## src/rtl/aes128_pkg.sv

```systemverilog
// Shared AES-128 definitions: FSM states, round count, Rcon and S-box tables, GF(2^8) helpers.
package aes128_pkg;

    localparam int AES_NR  = 10;
    localparam int BLOCK_W = 128;
    localparam int WORD_W  = 32;

    typedef enum logic [1:0] {
        ST_IDLE  = 2'd0,
        ST_ROUND = 2'd1,
        ST_DONE  = 2'd2
    } aes_fsm_e;

    // Rcon bytes for rounds 1..10, round 1 in the top byte.
    localparam logic [79:0] RCON_TABLE = 80'h01_02_04_08_10_20_40_80_1b_36;

    // Forward S-box, entry 0x00 in the top byte.
    localparam logic [2047:0] SBOX_TABLE = {
        128'h637c777bf26b6fc53001672bfed7ab76,
        128'hca82c97dfa5947f0add4a2af9ca472c0,
        128'hb7fd9326363ff7cc34a5e5f171d83115,
        128'h04c723c31896059a071280e2eb27b275,
        128'h09832c1a1b6e5aa0523bd6b329e32f84,
        128'h53d100ed20fcb15b6acbbe394a4c58cf,
        128'hd0efaafb434d338545f9027f503c9fa8,
        128'h51a3408f929d38f5bcb6da2110fff3d2,
        128'hcd0c13ec5f974417c4a77e3d645d1973,
        128'h60814fdc222a908846eeb814de5e0bdb,
        128'he0323a0a4906245cc2d3ac629195e479,
        128'he7c8376d8dd54ea96c56f4ea657aae08,
        128'hba78252e1ca6b4c6e8dd741f4bbd8b8a,
        128'h703eb5664803f60e613557b986c11d9e,
        128'he1f8981169d98e949b1e87e9ce5528df,
        128'h8ca1890dbfe6426841992d0fb054bb16
    };

    function automatic logic [7:0] sbox(input logic [7:0] x);
        logic [10:0] idx;
        idx = 11'd2047 - {x, 3'b000};
        return SBOX_TABLE[idx -: 8];
    endfunction

    function automatic logic [7:0] rcon(input logic [3:0] rnd);
        logic [3:0] rnd_m1;
        logic [6:0] idx;
        if ((rnd >= 4'd1) && (rnd <= 4'd10)) begin
            rnd_m1 = rnd - 4'd1;
            idx    = 7'd79 - {rnd_m1, 3'b000};
            return RCON_TABLE[idx -: 8];
        end else begin
            return 8'h00;
        end
    endfunction

    function automatic logic [7:0] xtime(input logic [7:0] b);
        return {b[6:0], 1'b0} ^ (b[7] ? 8'h1b : 8'h00);
    endfunction

endpackage

```

## src/rtl/aes128_round_core.sv

```systemverilog
// Combinational AES-128 round: SubBytes, ShiftRows, optional MixColumns, AddRoundKey,
// together with the matching KeyExpansion step. Byte 0 sits at bit 127.
module aes128_round_core
    import aes128_pkg::*;
(
    input  logic [BLOCK_W-1:0] state_i,
    input  logic [BLOCK_W-1:0] rkey_i,
    input  logic [3:0]         round_i,
    input  logic               last_i,
    output logic [BLOCK_W-1:0] next_state_o,
    output logic [BLOCK_W-1:0] next_rkey_o
);

    function automatic logic [BLOCK_W-1:0] sub_bytes(input logic [BLOCK_W-1:0] b);
        logic [BLOCK_W-1:0] r;
        r = 128'h0;
        for (int i = 0; i < 16; i++) begin
            r[127-8*i -: 8] = sbox(b[127-8*i -: 8]);
        end
        return r;
    endfunction

    // Byte (row + 4*col) is column-major; row r rotates left by r columns.
    function automatic logic [BLOCK_W-1:0] shift_rows(input logic [BLOCK_W-1:0] b);
        logic [BLOCK_W-1:0] r;
        r = 128'h0;
        for (int c = 0; c < 4; c++) begin
            for (int rw = 0; rw < 4; rw++) begin
                r[127-8*(rw+4*c) -: 8] = b[127-8*(rw+4*((c+rw)%4)) -: 8];
            end
        end
        return r;
    endfunction

    function automatic logic [WORD_W-1:0] mix_col(input logic [WORD_W-1:0] col);
        logic [7:0] a0, a1, a2, a3;
        a0 = col[31:24];
        a1 = col[23:16];
        a2 = col[15:8];
        a3 = col[7:0];
        return {xtime(a0) ^ xtime(a1) ^ a1 ^ a2 ^ a3,
                a0 ^ xtime(a1) ^ xtime(a2) ^ a2 ^ a3,
                a0 ^ a1 ^ xtime(a2) ^ xtime(a3) ^ a3,
                xtime(a0) ^ a0 ^ a1 ^ a2 ^ xtime(a3)};
    endfunction

    function automatic logic [BLOCK_W-1:0] mix_columns(input logic [BLOCK_W-1:0] b);
        logic [BLOCK_W-1:0] r;
        r = 128'h0;
        for (int c = 0; c < 4; c++) begin
            r[127-32*c -: 32] = mix_col(b[127-32*c -: 32]);
        end
        return r;
    endfunction

    function automatic logic [BLOCK_W-1:0] key_expansion_round(input logic [3:0]         rnd,
                                                               input logic [BLOCK_W-1:0] k);
        logic [WORD_W-1:0] w0, w1, w2, w3, rot, tmp, n0, n1, n2, n3;
        w0  = k[127:96];
        w1  = k[95:64];
        w2  = k[63:32];
        w3  = k[31:0];
        rot = {w3[23:0], w3[31:24]};
        tmp = {sbox(rot[31:24]), sbox(rot[23:16]), sbox(rot[15:8]), sbox(rot[7:0])}
              ^ {rcon(rnd), 24'h000000};
        n0  = w0 ^ tmp;
        n1  = w1 ^ n0;
        n2  = w2 ^ n1;
        n3  = w3 ^ n2;
        return {n0, n1, n2, n3};
    endfunction

    logic [BLOCK_W-1:0] rkey_next_s;
    logic [BLOCK_W-1:0] shifted_s;
    logic [BLOCK_W-1:0] mixed_s;

    assign rkey_next_s  = key_expansion_round(round_i, rkey_i);
    assign shifted_s    = shift_rows(sub_bytes(state_i));
    assign mixed_s      = last_i ? shifted_s : mix_columns(shifted_s);
    assign next_state_o = mixed_s ^ rkey_next_s;
    assign next_rkey_o  = rkey_next_s;

endmodule

```

## src/rtl/aes128_iter_ctrl.sv

```systemverilog
// Iterative AES-128 encryptor: one round per clock, ready/valid on both sides.
// Optional abort input is built when AES_ABORT_EN is defined.
module aes128_iter_ctrl
    import aes128_pkg::*;
#(
    parameter int NR = AES_NR
) (
    input  logic               clk,
    input  logic               rst_n,
`ifdef AES_ABORT_EN
    input  logic               abort,
`endif
    input  logic               in_valid,
    output logic               in_ready,
    input  logic [BLOCK_W-1:0] in_plaintext,
    input  logic [BLOCK_W-1:0] in_key,
    output logic               out_valid,
    input  logic               out_ready,
    output logic [BLOCK_W-1:0] out_ciphertext,
    output logic               busy
);

    if (NR != AES_NR) begin : g_nr_check
        $error("aes128_iter_ctrl: NR must be 10 for AES-128");
    end

    localparam logic [3:0] LAST_ROUND = 4'(NR);

    aes_fsm_e           fsm_q, fsm_d;
    logic [BLOCK_W-1:0] blk_q, blk_d;
    logic [BLOCK_W-1:0] rkey_q, rkey_d;
    logic [3:0]         round_q, round_d;
    logic               in_ready_q, in_ready_d;
    logic               out_valid_q, out_valid_d;
    logic               busy_q, busy_d;

    logic [BLOCK_W-1:0] core_state_s;
    logic [BLOCK_W-1:0] core_rkey_s;
    logic               last_round_s;
    logic               round_legal_s;
    logic               abort_hit_s;

`ifdef AES_ABORT_EN
    assign abort_hit_s = abort && (fsm_q != ST_IDLE);
`else
    assign abort_hit_s = 1'b0;
`endif

    assign last_round_s  = (round_q == LAST_ROUND);
    assign round_legal_s = (round_q >= 4'd1) && (round_q <= LAST_ROUND);

    aes128_round_core u_round_core (
        .state_i      (blk_q),
        .rkey_i       (rkey_q),
        .round_i      (round_q),
        .last_i       (last_round_s),
        .next_state_o (core_state_s),
        .next_rkey_o  (core_rkey_s)
    );

    // State, datapath and output registers.
    always_ff @(posedge clk or negedge rst_n) begin
        if (!rst_n) begin
            fsm_q       <= ST_IDLE;
            blk_q       <= 128'h0;
            rkey_q      <= 128'h0;
            round_q     <= 4'd0;
            in_ready_q  <= 1'b1;
            out_valid_q <= 1'b0;
            busy_q      <= 1'b0;
        end else begin
            fsm_q       <= fsm_d;
            blk_q       <= blk_d;
            rkey_q      <= rkey_d;
            round_q     <= round_d;
            in_ready_q  <= in_ready_d;
            out_valid_q <= out_valid_d;
            busy_q      <= busy_d;
        end
    end

    // Next-state and datapath update; abort outranks round completion and the handshake.
    always_comb begin
        fsm_d   = fsm_q;
        blk_d   = blk_q;
        rkey_d  = rkey_q;
        round_d = round_q;
        if (abort_hit_s) begin
            fsm_d   = ST_IDLE;
            round_d = 4'd0;
        end else begin
            case (fsm_q)
                ST_IDLE: begin
                    if (in_valid) begin
                        fsm_d   = ST_ROUND;
                        blk_d   = in_plaintext ^ in_key;
                        rkey_d  = in_key;
                        round_d = 4'd1;
                    end else begin
                        round_d = 4'd0;
                    end
                end
                ST_ROUND: begin
                    if (!round_legal_s) begin
                        fsm_d   = ST_IDLE;
                        round_d = 4'd0;
                    end else if (last_round_s) begin
                        fsm_d   = ST_DONE;
                        blk_d   = core_state_s;
                        rkey_d  = core_rkey_s;
                        round_d = 4'd0;
                    end else begin
                        blk_d   = core_state_s;
                        rkey_d  = core_rkey_s;
                        round_d = round_q + 4'd1;
                    end
                end
                ST_DONE: begin
                    if (out_ready) begin
                        fsm_d = ST_IDLE;
                    end else begin
                        fsm_d = ST_DONE;
                    end
                end
                default: begin
                    fsm_d   = ST_IDLE;
                    round_d = 4'd0;
                end
            endcase
        end
    end

    // Output decode from the upcoming state so the flags come straight off flops.
    always_comb begin
        in_ready_d  = 1'b0;
        out_valid_d = 1'b0;
        busy_d      = 1'b0;
        case (fsm_d)
            ST_IDLE:  in_ready_d = 1'b1;
            ST_ROUND: busy_d     = 1'b1;
            ST_DONE: begin
                out_valid_d = 1'b1;
                busy_d      = 1'b1;
            end
            default:  in_ready_d = 1'b1;
        endcase
    end

    assign in_ready       = in_ready_q;
    assign out_valid      = out_valid_q;
    assign busy           = busy_q;
    assign out_ciphertext = blk_q;

endmodule

```

## config.mk

```make
export PLATFORM = sky130hd
export DESIGN_NAME = aes128_iter_ctrl
export DESIGN_NICKNAME = d
export VERILOG_FILES = /design/src/rtl/aes128_pkg.sv /design/src/rtl/aes128_round_core.sv /design/src/rtl/aes128_iter_ctrl.sv
export SDC_FILE = /design/constraint.sdc
export NUM_CORES = 2
export LEC_CHECK = 0
export CORE_MARGIN = 2
export CORE_UTILIZATION = 25
export CTS_BUF_LIST = sky130_fd_sc_hd__clkbuf_4
export DETAILED_ROUTE_END_ITERATION = 10
export GPL_TIMING_DRIVEN = 1
export PLACE_DENSITY = 0.39
export SLEW_MARGIN = 20
export SYNTH_ARGS = -nofsm -noshare
export SYNTH_HDL_FRONTEND = slang
export SYNTH_HIERARCHICAL = 1
export SYNTH_SLANG_ARGS = --single-unit
```

## constraint.sdc

```tcl
create_clock -name clk -period 4.8 [get_ports clk]
set_input_delay 1.2 -clock clk [delete_from_list [all_inputs] [get_ports clk]]
set_output_delay 1.2 -clock clk [all_outputs]
set_load 0.005 [all_outputs]
```

==> metrics.txt <==
TNS Setup=0 ps; number of max-cap violations=0; post-route ant nets=0; #FFs+latches synth=approximately 270; total gr overflow=0; Setup Crit Path Kind=flop to flop; FP Rows=220; routed len/inst=31.0 um; Min Clock Period, post-route=~4700 ps; initial core utilization=between 20% and 30%; die span in x=between 600 and 700 um; Worst-Margin Slew=about 1200 ps; synth unique cells=~140; Die Area=~0.37 mm2; status=completed; count of pins over their slew limit=0; final hold vios=0; TritonCTS clock tree=done; Post-synth EDFFs=0; initial antenna violation count=25; R2R Setup Slk=~90 ps; share of cells above drive strength 1=between 20% and 30%; Commonest cells post-synth=1,466 x nand2_1, 1,102 x o21ai_0, 979 x a21oi_1; synthesized cell area=roughly 0.090 mm2; vias in the first global route=106,097; clk sink count=265; FF-to-FF Start=out_ciphertext[112]$_DFFE_PN0P_; Ys Warns=6; Core Area=0.359 mm2; depth of the worst register-to-register path=18; startpoint class of the critical path=flop; worst hold path type=input pin to asynchronous set/reset pin; largest net degree at the start of global routing=approximately 130; via density per instance=6.11; TritonCTS buffer count=90; hold buffer count at cts=0; gpl congestion=roughly 1.0; top cell type's share of synthesized area=~7.3%; fin nets=around 14,000; CP Max Fanout=33; syn avg cell area=7.03 um2; xor-xnor portion of the synthesized cell area=9.34%; Yosys top cell by area=dfrtp_1; Post-synth ARST share=100%; compound-gate portion of the synthesized area=about a third; Synth Instances=around 13,000; 1st-pass router iterations=7; IO Count=about 390; multiplexer share of the synthesized area=13.0%; post-layout util=between 30 and 40%; htree depth=3; sequential cell area fraction in the yosys report=around 7.3%; Setup crit end kind=flop; Crit path arrival time=between 5000 and 6000 ps; clock slew at reported path FFs=roughly 90 ps; Area Growth Syn to Fin=22.1%; Vias=113,275; Worst Skew=roughly 150 ps; Iter 0 DRT Violations=roughly 18,000; syn_nets=~13,000; Root Buffer Master=clkbuf_4; critical path data required time=about 5700 ps; synth top area cells=dfrtp_1 7.3%, mux4_2 6.5%, o21ai_0 6.1%; r2r endpoint=out_ciphertext[22]$_DFFE_PN0P_; Final period util=about 98%; Post-Synth Adder-Cell Area=4.04%; Synth Area in Simple Gates=23.8%; gr usage total=around 30%; dominant cell by count in the synthesized netlist=nand2_1; Primary FF master, synth=dfrtp_1; Slew HR=21.7%; DP Area=~0.11 mm2; RSZ-0062 raised after global routing=yes; # DRC=0; Die Y=between 600 and 700 um; Final Cell Area=0.110 mm2; Setup violations, final=0; Peak Freq=roughly 210 MHz; global-route wire length before repair=between 800,000 and 900,000 um; IO Port Bufs=390; Max Buffers Root-to-Sink=3; worst-skew pair later-pin latency=approximately 1200 ps; Detailed Place HPWL=approximately 450,000 um; main combinational cell family by area after synthesis=compound AO/OA/AOI/OAI gates; DRT Wirelength=576,000 um
-- state kept, by name (all words and copies together) (netlist names) --
name,flops
rkey_q,128
fsm_q,2
out_ciphertext,128
round_q,4
out_valid,1
busy,1
in_ready,1
-- cell families after synthesis --
group                    Yosys count
AO/OA/AOI/OAI                   4533
AND/OR/NAND/NOR                 4480
buffers and inverters           1695
XOR/XNOR                         886
multiplexers                     715
adder cells (fa/ha/maj)          292
flip-flops                       265
-- worst max-delay path by stage --
stage	startpoint	endpoint	slack [ps]	cells after the start
2_1_floorplan	out_ciphertext[32]$_DFFE_PN0P_	out_ciphertext[11]$_DFFE_PN0P_	410	18
4_1_cts	out_ciphertext[65]$_DFFE_PN0P_	out_ciphertext[41]$_DFFE_PN0P_	1	20
3_5_place_dp	rkey_q[16]$_DFFE_PN0P_	out_ciphertext[28]$_DFFE_PN0P_	-300	20
3_3_place_gp	rkey_q[16]$_DFFE_PN0P_	out_ciphertext[28]$_DFFE_PN0P_	-290	20
6_report	out_ciphertext[112]$_DFFE_PN0P_	out_ciphertext[22]$_DFFE_PN0P_	90	18
5_1_grt	out_ciphertext[73]$_DFFE_PN0P_	out_ciphertext[9]$_DFFE_PN0P_	-20	21
-- worst max-delay path, stage by stage, from the launching register on --
cell	delay (ps)
dfrtp_1	380
buf_6	300
ha_2	340
buf_4	170
nor2b_1	420
o21ai_0	340
a221oi_1	320
a211o_1	220
o211a_1	180
a31oi_2	70
xor2_1	230
xnor2_1	260
xnor2_1	110
mux2i_1	330
buf_4	230
xnor2_1	70
nand2_1	60
o21ai_0	90
mux2_4	300
-- per-stage QoR --
| stage | hold WS (ps) | std cells | worst slack [ps] |
|---|---|---|---|
| 6_report | 117 | 18537 | 90.0 |
| 5_1_grt | 82.7 | 18523 | -17.6 |
| 4_1_cts | 15.2 | 18500 | 1.26 |
| 3_5_place_dp | 511 | 18333 | -303 |
| 3_3_place_gp | 500 | 18333 | -288 |
| 2_1_floorplan | 476 | 12866 | 411 |
-- placed cells by master, fill, tap and decap left out, types with 264 or more instances in the layout --
cell type	instances
buf_4	1595
nand2b_1	380
nand3_1	393
a21oi_1	974
o21ai_0	1085
nand2_1	1462
xnor2_1	588
a31oi_1	264
clkdlybuf4s50_1	389
nor2_1	848
nor2b_1	305
nor3_1	419
-- layer usage --
metal  global-route usage (%)  share of wire, %  up-vias
met4                     18.8               7.6       12
met1                     39.7                41    54662
met3                     4.97               9.3     1445
met2                     44.9                42     7713
met5                        0             0.014        -
li1                         -                 -    49443
-- area by class of cell --
cell class / instances / area (um2)
fillers: 39591 / 249000
multi-input cells: 10906 / 76500
repair buffers: 2141 / 19000
flip-flops and latches: 265 / 6800
well taps: 4773 / 5970
inverters: 264 / 993
clock buffers: 126 / 946
clock inverters: 41 / 253
diodes: 21 / 52.6
-- timing repair --
action | CTS | global route
endpoints found under the setup margin | 14 | 77
gates resized for setup | 24 | 153
buffers inserted | 0 | 16
pin swaps | 0 | 10
Power is not shown: default switching activity piles up to over one toggle a cycle in this logic, so the estimate is an artifact.
